<file path="config.mk">
export PLATFORM = sky130hd
export DESIGN_NAME = guess_judge
export DESIGN_NICKNAME = d
export VERILOG_FILES = /design/src/rtl/guess_judge.sv
export SDC_FILE = /design/constraint.sdc
export NUM_CORES = 1
export LEC_CHECK = 0
export ABC_AREA = 1
export ABC_CLOCK_PERIOD_IN_PS = 3370
export CAP_MARGIN = 0
export CORE_AREA = 10 10 75 77
export CTS_BUF_LIST = sky130_fd_sc_hd__clkbuf_4
export DETAILED_ROUTE_END_ITERATION = 7
export DIE_AREA = 0 0 85 87
export PLACE_DENSITY_LB_ADDON = 0.15
export RECOVER_POWER = 25
export SLEW_MARGIN = 10
export SYNTH_ARGS = -nofsm -noshare
export SYNTH_HDL_FRONTEND = slang
export SYNTH_SLANG_ARGS = --single-unit
</file>
<file path="constraint.sdc">
create_clock -name clk -period 3.37 [get_ports clk]
set_clock_uncertainty 0.05 [all_clocks]
set_input_delay 0.674 -clock clk [delete_from_list [all_inputs] [get_ports clk]]
set_output_delay 0.674 -clock clk [all_outputs]
set_load 0.01 [all_outputs]
</file>
<file path="src/rtl/guess_judge.sv">
// rtl/guess_judge.sv - number-guessing game front end: key debounce, secret LFSR, guess compare
//
// Purpose: synchronizes and debounces the active-low submit key, emits one
// guess_pulse per accepted press, holds a secret loaded from a free-running
// LFSR and reports whether each accepted guess is too high, too low or correct.
// Once the player wins, further presses are ignored until new_game.
//
// Ports:
//   clk          system clock
//   reset        asynchronous, active-high reset
//   key_n        raw submit pushbutton, active-low, asynchronous to clk
//   new_game     single-cycle request to start a new game
//   guess        player guess, sampled on the accept cycle
//   guess_pulse  one-cycle strobe per accepted submission (feeds the guess counter)
//   too_high     last accepted guess > secret
//   too_low      last accepted guess < secret
//   correct      last accepted guess == secret; held while won
//   secret       current secret, for debug LEDs
module guess_judge #(
  parameter int         W               = 8,
  parameter int         DEBOUNCE_CYCLES = 50000,
  parameter logic [7:0] SEED            = 8'h5A
) (
  input  logic         clk,
  input  logic         reset,
  input  logic         key_n,
  input  logic         new_game,
  input  logic [W-1:0] guess,
  output logic         guess_pulse,
  output logic         too_high,
  output logic         too_low,
  output logic         correct,
  output logic [W-1:0] secret
);

  // The counter only has to reach DEBOUNCE_CYCLES-1; the acceptance happens on
  // the sample that would take it to DEBOUNCE_CYCLES.
  localparam int             CW   = (DEBOUNCE_CYCLES > 1) ? $clog2(DEBOUNCE_CYCLES) : 1;
  localparam logic [CW-1:0]  LAST = CW'(DEBOUNCE_CYCLES - 1);

  typedef enum logic [1:0] {
    S_LOAD = 2'd0,
    S_PLAY = 2'd1,
    S_WON  = 2'd2
  } state_t;

  state_t        state, state_nxt;
  logic [7:0]    lfsr;
  logic          sync1, sync2;
  logic          deb, deb_d;
  logic [CW-1:0] cnt;
  logic          press;

  logic [W-1:0]  secret_nxt;
  logic          too_high_nxt, too_low_nxt, correct_nxt, pulse_nxt;

  // Fibonacci LFSR, x^8+x^6+x^5+x^4+1; from a nonzero seed it never reaches 0.
  always_ff @(posedge clk or posedge reset) begin
    if (reset) begin
      lfsr <= SEED;
    end else begin
      lfsr <= {lfsr[6:0], lfsr[7] ^ lfsr[5] ^ lfsr[4] ^ lfsr[3]};
    end
  end

  // Two-flop synchronizer; idles at 1 (released).
  always_ff @(posedge clk or posedge reset) begin
    if (reset) begin
      sync1 <= 1'b1;
      sync2 <= 1'b1;
    end else begin
      sync1 <= key_n;
      sync2 <= sync1;
    end
  end

  // Debouncer: the debounced level only follows the synchronized key after
  // DEBOUNCE_CYCLES consecutive differing samples; any agreeing sample restarts.
  always_ff @(posedge clk or posedge reset) begin
    if (reset) begin
      deb   <= 1'b1;
      deb_d <= 1'b1;
      cnt   <= '0;
    end else begin
      deb_d <= deb;
      if (sync2 != deb) begin
        if (cnt == LAST) begin
          deb <= sync2;
          cnt <= '0;
        end else begin
          cnt <= cnt + CW'(1);
        end
      end else begin
        cnt <= '0;
      end
    end
  end

  // A press is the 1->0 edge of the debounced level, seen one cycle after it.
  assign press = deb_d & ~deb;

  always_ff @(posedge clk or posedge reset) begin
    if (reset) begin
      state       <= S_LOAD;
      secret      <= '0;
      too_high    <= 1'b0;
      too_low     <= 1'b0;
      correct     <= 1'b0;
      guess_pulse <= 1'b0;
    end else begin
      state       <= state_nxt;
      secret      <= secret_nxt;
      too_high    <= too_high_nxt;
      too_low     <= too_low_nxt;
      correct     <= correct_nxt;
      guess_pulse <= pulse_nxt;
    end
  end

  always_comb begin
    state_nxt    = state;
    secret_nxt   = secret;
    too_high_nxt = too_high;
    too_low_nxt  = too_low;
    correct_nxt  = correct;
    pulse_nxt    = 1'b0;

    // new_game wins over everything, including a press on the same edge,
    // which is dropped.
    if (new_game || state == S_LOAD) begin
      secret_nxt   = W'(lfsr);
      too_high_nxt = 1'b0;
      too_low_nxt  = 1'b0;
      correct_nxt  = 1'b0;
      state_nxt    = S_PLAY;
    end else if (state == S_PLAY && press) begin
      pulse_nxt    = 1'b1;
      too_high_nxt = (guess > secret);
      too_low_nxt  = (guess < secret);
      correct_nxt  = (guess == secret);
      if (guess == secret) begin
        state_nxt = S_WON;
      end
    end
  end

endmodule

</file>
==> results summary, run 1 <==
The run finished with clean final reports. At the end of routability-driven placement, the weighted congestion stood at between 0.8 and 0.9. The first global-routing pass estimated between 6000 and 7000 um of wire. The average footprint of a synthesized cell is roughly 9 um^2. The count of nets after finishing came out at about 280. The element type at the critical path end is an output port. The first-pass iteration count of the detailed router came out at 4. The cell leakage power came out at 1.09 nW. Timing would allow up to ~490 MHz.

The CTS H-tree depth is 2. The hold path startpoint is sync1$_DFF_PP1_. The number of rows in the core area is 24.

The floorplan step set the die width to 85 um. 0 antenna diodes ended up in the layout. The overall fraction of global-route tracks in use is between 10% and 20%. The detail route stage leaves a number of antenna-violating nets equal to 0. The initial antenna violation count came to 0. The critical-path cell with the highest stage delay is sky130_fd_sc_hd__clkdlybuf4s50_1. Setup violations remaining at the end of the flow were counted as 0. The effective utilization at floorplan came out at 47.4%. Setup total negative slack on the finished layout was measured at 0 ps. At the end of the flow the core is filled with cells to a little under three fifths. The register-to-register setup slack is 1770 ps. The worst flop-to-flop path startpoint is deb$_DFFE_PP1P_.

The pin count of the biggest net entering global routing is 43. The number of slew-limit violations in the final report came out at 0. For the pin with the worst max-slew slack, the measured transition is 773 ps.

The logic depth of the worst register-to-register path came out at 4. The required time of the critical path came out at between 2000 and 3000 ps. Summed over all nets, the half-perimeter wirelength after detailed placement is 2890 um. For hold timing, the worst endpoint is sync2$_DFF_PP1_.

The top cell types in the final layout, fill and taps aside, are sky130_fd_sc_hd__nand2_1, sky130_fd_sc_hd__dfrtp_1, sky130_fd_sc_hd__nor2_1. Synthesis handed over a netlist of 224 instances. The hold buffer count at CTS is 0. The wire length per cell came out at roughly 12 um. The maximum clock path buffer count came out at 2.

The first-iteration detailed-routing DRC count came out at just over 90. The ratio of final minimum period to clock period came out at between 60 and 70%. For this run, design rule violations remaining after detail routing come to 0. The tool flagged a number of max-cap violations equal to 0.

24 I/O pins were placed. The clock root buffer master is sky130_fd_sc_hd__clkbuf_4. The net count after synthesis came out at approximately 250.

The worst setup path is launched from a flip-flop. The met1 track demand over resource came out at between 10% and 20%. The most frequent standard cell in the layout excluding fill and tap cells is sky130_fd_sc_hd__nand2_1. Grouping stages by cell kind, the critical path spends the most delay in buffers and inverters. The die outline area is about 7400 um^2.

The number of synthesis warnings came out at 0. The worst slew margin relative to its limit came out at 48.1%. The highest net fanout along the worst path is 3. The tightest min-delay check is of the flip-flop to flip-flop type. Sequential elements use around 53% of the synthesized area. The number of post-CTS setup repair buffers is 0.

The worst register-to-register path ends at cnt[9]$_DFF_PP0_. The fraction of layout cells with a size suffix above 1 is between 10% and 20%. The number of global-route vias before repair came to 1442. The area of the core region is between 4000 and 5000 um^2. The number of buffers created by CTS came out at 5. Once the clock tree was built, the resizer swapped 0 gates to a different size. The power density over cell area came out at roughly 340 nW/um^2. Setup repair after global routing left no endpoint under its margin. Walking the worst path, the cells encountered are clkdlybuf4s50_1. The global routing met2 resource utilization came out at 16.4%. The clock insertion delay at the later pin of the skew report came out at 340 ps. The overall die height came out at 87 um.

The time the worst path needs with I/O delays and setup came out at 2040 ps. The ratio of routed vias to standard cells came out at 4.81. The total routed wirelength is ~3800 um.

The total number of vias is ~1500. The count of buffer and inverter cells on the critical path is 1. The type of the worst setup path is flip-flop to output port. The largest stage delay on the critical path came out at roughly 550 ps. The routing usage on met3 is about 3.7%. The count of buffers added on input and output ports is 23. The layout overhead on the synthesized area is 17.1%. The synthesized netlist contains 29 unique library cells. The hold violation count in the final report came out at 0. The residual overflow from global routing came out at 0.

The TritonCTS sink count is 42. The clock transition at the register clock pins on the worst setup and hold paths after CTS is 130 ps. The count of cells along the worst hold path is 0. The area of the mapped netlist came out at roughly 2000 um^2. TritonCTS built the clock tree.

In this run the most used layer during global routing was met2. The endpoint arrival time on the critical path came out at between 1000 and 1500 ps. The worst-case vdd ir drop came out at about 0.00020 V.

After synthesis the netlist holds a flip-flop and latch count of 42.
==> cell usage after synthesis <==
cell type | count | area share [%]
sky130_fd_sc_hd__nor2_4 | 1 | 0.56
sky130_fd_sc_hd__o21ai_2 | 1 | 0.44
sky130_fd_sc_hd__nand3_2 | 1 | 0.50
sky130_fd_sc_hd__o21ai_1 | 3 | 0.75
sky130_fd_sc_hd__o21ai_0 | 7 | 1.7
sky130_fd_sc_hd__ha_1 | 9 | 5.6
sky130_fd_sc_hd__inv_1 | 25 | 4.7
sky130_fd_sc_hd__clkinv_1 | 1 | 0.19
sky130_fd_sc_hd__xor2_1 | 6 | 2.6
sky130_fd_sc_hd__nor3b_1 | 1 | 0.37
sky130_fd_sc_hd__nand4_1 | 4 | 1.2
sky130_fd_sc_hd__o21bai_1 | 1 | 0.37
sky130_fd_sc_hd__nand2_1 | 52 | 9.7
sky130_fd_sc_hd__buf_2 | 1 | 0.25
sky130_fd_sc_hd__xnor2_2 | 1 | 0.81
sky130_fd_sc_hd__nor2_2 | 5 | 1.6
sky130_fd_sc_hd__xnor2_1 | 2 | 0.87
sky130_fd_sc_hd__nand2_2 | 4 | 1.2
sky130_fd_sc_hd__nand2_4 | 1 | 0.56
sky130_fd_sc_hd__nor2_8 | 1 | 1.0
sky130_fd_sc_hd__dfrtp_1 | 34 | 42
sky130_fd_sc_hd__nor3_1 | 4 | 1.0
sky130_fd_sc_hd__a21oi_1 | 8 | 2.0
sky130_fd_sc_hd__nand3_1 | 8 | 2.0
sky130_fd_sc_hd__inv_2 | 3 | 0.56
sky130_fd_sc_hd__dfstp_2 | 8 | 10
sky130_fd_sc_hd__a31oi_1 | 1 | 0.31
sky130_fd_sc_hd__nor2_1 | 29 | 5.4
sky130_fd_sc_hd__o21a_1 | 2 | 0.75
==> worst max path at each step <==
stage | start | to | slack [ps] | depth (start not counted)
detailed placement | guess[7] | too_high$_DFFE_PP0P_ | 1280 | 7
global placement | guess[7] | too_high$_DFFE_PP0P_ | 1300 | 7
floorplan | reset | cnt[0]$_DFF_PP0_ | 1680 | 1
global route | secret[0]$_DFFE_PP0N_ | secret[0] | 1270 | 1
CTS | secret[0]$_DFFE_PP0N_ | secret[0] | 1310 | 1
finish | secret[0]$_DFFE_PP0N_ | secret[0] | 1330 | 1
==> registers in the layout (all words and copies together), names as in the netlist <==
signal       count
cnt             16
correct          1
deb              1
deb_d            1
guess_pulse      1
lfsr             8
secret           8
state            2
sync1            1
sync2            1
too_high         1
too_low          1
==> metrics by stage <==
step / hold slack (ps) / instance area (um^2) / cells / total power, W / setup WS, ps
4_1_cts: 314 / 2360 / 307 / 0.000821 / 1310
6_report: 313 / 2350 / 307 / 0.000807 / 1330
3_5_place_dp: 297 / 2300 / 299 / 0.000576 / 1280
5_1_grt: 328 / 2350 / 307 / 0.000848 / 1270
3_3_place_gp: 296 / 2300 / 299 / 0.000575 / 1300
2_1_floorplan: 295 / 2010 / 224 / 0.000553 / 1680
==> layer usage <==
layer	vias to the layer above	part of all wire [%]
li1	770	-
met1	676	51
met2	28	43
met3	2	5.0
met4	0	0.71
met5	-	0
==> kinds of logic after synthesis <==
| family | Yosys count | synth area share (%) |
|---|---|---|
| DFF | 42 | 52.9 |
| xor gates and xnor gates | 9 | 4.30 |
| buffers and inverters | 30 | 5.67 |
| and+or+nand+nor | 111 | 25.2 |
| adders and majority gates | 9 | 5.61 |
| AOI/OAI and AO/OA | 23 | 6.36 |
==> final cells by class <==
| type | instances | area [um^2] |
|---|---|---|
| clock buffer | 6 | 45.0 |
| clock inverter | 2 | 8.76 |
| multi-input combinational | 152 | 825 |
| sequential | 42 | 1060 |
| fill | 397 | 1880 |
| tap | 52 | 65.1 |
| timing repair buffer | 24 | 238 |
| inverter | 29 | 109 |
==> report_power, final <==
group          total (W)  switching [W]  internal, W
clock network   0.000243       0.000156    0.0000867
logic          0.0000516      0.0000298    0.0000218
registers       0.000512     0.00000320     0.000509
Note: power is estimated with default switching activity, not from simulation.
==> run 2, diff against run 1 <==
ABC_CLOCK_PERIOD_IN_PS = 1690   (was 3370)
clock period = 1.69 ns   (was 3.37 ns; I/O delays follow)
==> run 2 against run 1 <==
Net effect: sequential cell count did not move; register-to-register slack worse by 1600 ps; clock power grew to 2.7 times the previous value; critical path type unchanged; highest routed layer unchanged.
==> results summary, run 2 (same netlist as run 1, synthesis figures left out) <==
The flow ran to the end, and the final reports show no timing, DRC or antenna violations. Net switching is between 20% and 30% of the power. In this run the critical register-to-register path is captured at cnt[9]$_DFF_PP0_.

Fill cells in the final layout number around 380. The count of buffer and inverter cells on the critical path is 1. The overall power came out at ~0.0018 W. The hold buffer count at CTS came out at 0. The most frequent standard cell in the layout excluding fill and tap cells is sky130_fd_sc_hd__nand2_1. On the critical path, the stage with the largest delay is an instance of sky130_fd_sc_hd__clkdlybuf4s50_1. The die outline area came out at 7400 um^2. The overall die height came out at a little under 90 um. Wires add up to between 3000 and 4000 um.

The layout overhead on the synthesized area came out at 21.1%. The logic depth of the worst path, buffers included is 1. The number of max-cap violations came out at 0. Across all layers, the routed design uses ~1500 vias.

The share of total power in sequential cells is 57.0%. The largest registers in the layout are cnt (16), lfsr (8), secret (8). Cell internal power was estimated by the tool at roughly 0.0014 W. The clock insertion delay at the later pin of the skew report is between 300 and 400 ps. The highest net fanout along the worst path is 1. Once routing completed, OpenROAD measured the worst setup slack at approximately 75 ps. Setup repair after global routing left no endpoint under its margin. Entering global routing, the biggest net connects 43 pins. Input and output buffers added on the ports amount to 23. The path class of the lowest-slack min-delay path is flip-flop to flip-flop. The time the worst path needs with I/O delays and setup came out at roughly 1600 ps. The startpoint of the worst setup timing path is guess_pulse$_DFF_PP0_.

The number of rows in the core area is 24. For this run, global-route usage on met1 was measured as between 10% and 20%. The CTS H-tree depth is 2. The maximum clock path buffer count is 2. The residual overflow from global routing came out at 0.

The logic depth of the worst register-to-register path came out at 6. The number of nets still failing antenna checks after routing came out at 0. Broken down by cell family, the worst path's largest delay share belongs to buffers and inverters. Combinational logic burns 5.9% of the power.

STA classifies the critical path endpoint as an output port. Dividing the detail-routed wire length by the instance count gives between 10 and 15 um. The worst-case vdd ir drop came out at about 0.00056 V. The hold path startpoint is sync1$_DFF_PP1_. The fraction of layout cells with a size suffix above 1 came out at roughly 15%.

The global routing met2 resource utilization is approximately 17%. Global routing used a little under an eighth of the available tracks across all layers. The maximum clock frequency is between 600 and 700 MHz. The total setup violations reported at the end of the flow came out at 0. The largest stage delay on the critical path is ~530 ps. For met3 alone, demand over resource in global routing was just over 4%. The clock transition at the register clock pins on the worst setup and hold paths after CTS is approximately 130 ps. Walking the worst path, the cells encountered are clkdlybuf4s50_1.

Data arrives at the worst endpoint at ~1200 ps. CTS saw 42 sinks. The analysis attributes to cell leakage a power of 1.31 nW. The I/O pin total is 24. The count of nets after finishing is between 200 and 300. The sort of element at the start of the critical path is a flip-flop. The register-to-register setup slack is about 200 ps. The share of total power in the clock network came out at ~37%.

The worst setup timing slack at the placement stage came out at -82.1 ps. TritonCTS built the clock tree. The transition time at the pin with the least slew margin is roughly 990 ps. Measured against its own limit, the worst slew margin works out to approximately a third. The ratio of final minimum period to clock period is about 96%. After detailed routing, the number of vias per cell comes to a little under 5. The number of slew-limit violations in the final report came out at 0. In this run the worst setup path terminates at guess_pulse. More flip-flops sit in one register than any other, and that register is cnt. Leaving out fill and tap cells, the most frequent cells in the layout are sky130_fd_sc_hd__nand2_1, sky130_fd_sc_hd__dfrtp_1, sky130_fd_sc_hd__nor2_1. The hold violation count in the final report came out at 0. The final worst hold slack came out at roughly 320 ps. The first-pass iteration count of the detailed router is 4. The remaining routing DRC violations came out at 0. The utilization after layout came out at 57.4%. In this run the most used layer during global routing was met2.

The initial antenna violation count came out at 0. The first-iteration detailed-routing DRC count is 96. The power density over cell area came out at 738 nW/um^2.

The total half-perimeter wirelength after legalization and detailed placement is ~2900 um. The clock root buffer master is sky130_fd_sc_hd__clkbuf_4. The initial utilization of the core area, before any placement, comes to a little under half. The number of buffers created by CTS came out at 5. The first-pass GRT wire length came out at 6880 um.

The final total negative setup slack is 0 ps. The area of the core region is about 4200 um^2. In this run the critical register-to-register path is launched from cnt[0]$_DFF_PP0_. The required time of the critical path is between 1000 and 1500 ps.

The register with the most flip-flops in the layout has 16 of them. Summed over all nets, the switching power comes to about 0.00042 W. The global placement routability congestion is around 0.82. The die width came out at roughly 85 um. The critical path is of the flip-flop to output port type. The number of diodes added for antenna fixing came out at 0.

The number of global-route vias before repair is 1489.
## run 2: cell types whose count changed in the layout (fill, tap and decap cells not counted), sizes merged
| cell | delta |
|---|---|
| dlymetal6s2s | +10 |
| dlygate4sd2 | +1 |
| bufinv | +1 |
| buf | +2 |
| clkinvlp | +2 |
| clkinv | -2 |
| clkdlybuf4s50 | -11 |
## run 2: power by group through the flow
stage	combinational, W	sequential, W	clock (W)
finish	0.000106	0.00102	0.000665
global route	0.000124	0.00103	0.000730
CTS	0.000116	0.00102	0.000673
detailed placement	0.000115	0.00104	0
global placement	0.000113	0.00104	0
floorplan	0.0000623	0.00104	0
## run 2: area by class of cell
class	count	area [um^2]	area share [%]
multi-input cells	152	832	34.2
clock inverters	3	45.0	1.85
repair buffers	27	282	11.6
inverters	29	109	4.48
well taps	52	65.1	2.68
flip-flops and latches	42	1060	43.6
clock buffers	5	37.5	1.54
## run 2: worst register-to-register path: cells and delay by family, from the launching register on
kind / cells / cell delay [ps]
AND/OR/NAND/NOR: 4 / 380
AO/OA/AOI/OAI: 1 / 320
adder cells (fa/ha/maj): 1 / 250
flip-flops: 1 / 430
## run 2: how the worst min path moves through the flow
stage                             end  cells past startpoint
floorplan             sync1$_DFF_PP1_                      0
global placement      sync2$_DFF_PP1_                      0
detailed placement    sync2$_DFF_PP1_                      0
CTS                  cnt[3]$_DFF_PP0_                      3
global route        lfsr[4]$_DFF_PP1_                      0
finish                sync2$_DFF_PP1_                      0
## run 2: stage by stage
stage	cells	cell area (um^2)
global route	310	2430
CTS	310	2420
floorplan	224	2010
detailed placement	301	2330
global placement	301	2330
finish	310	2430
## run 2: routing by layer
metal | part of all wire, % | up-vias | wire [um]
met4 | 1.5 | 0 | 57
met1 | 52 | 705 | 2000
met5 | 0 | - | 0
met2 | 42 | 28 | 1620
li1 | - | 778 | -
met3 | 5.3 | 7 | 208
## run 2: what timing repair did
action | CTS | global route
pin swaps | 0 | 0
resized for setup | 1 | 10
buffers inserted | 1 | 0
setup endpoints to repair | 1 | 10
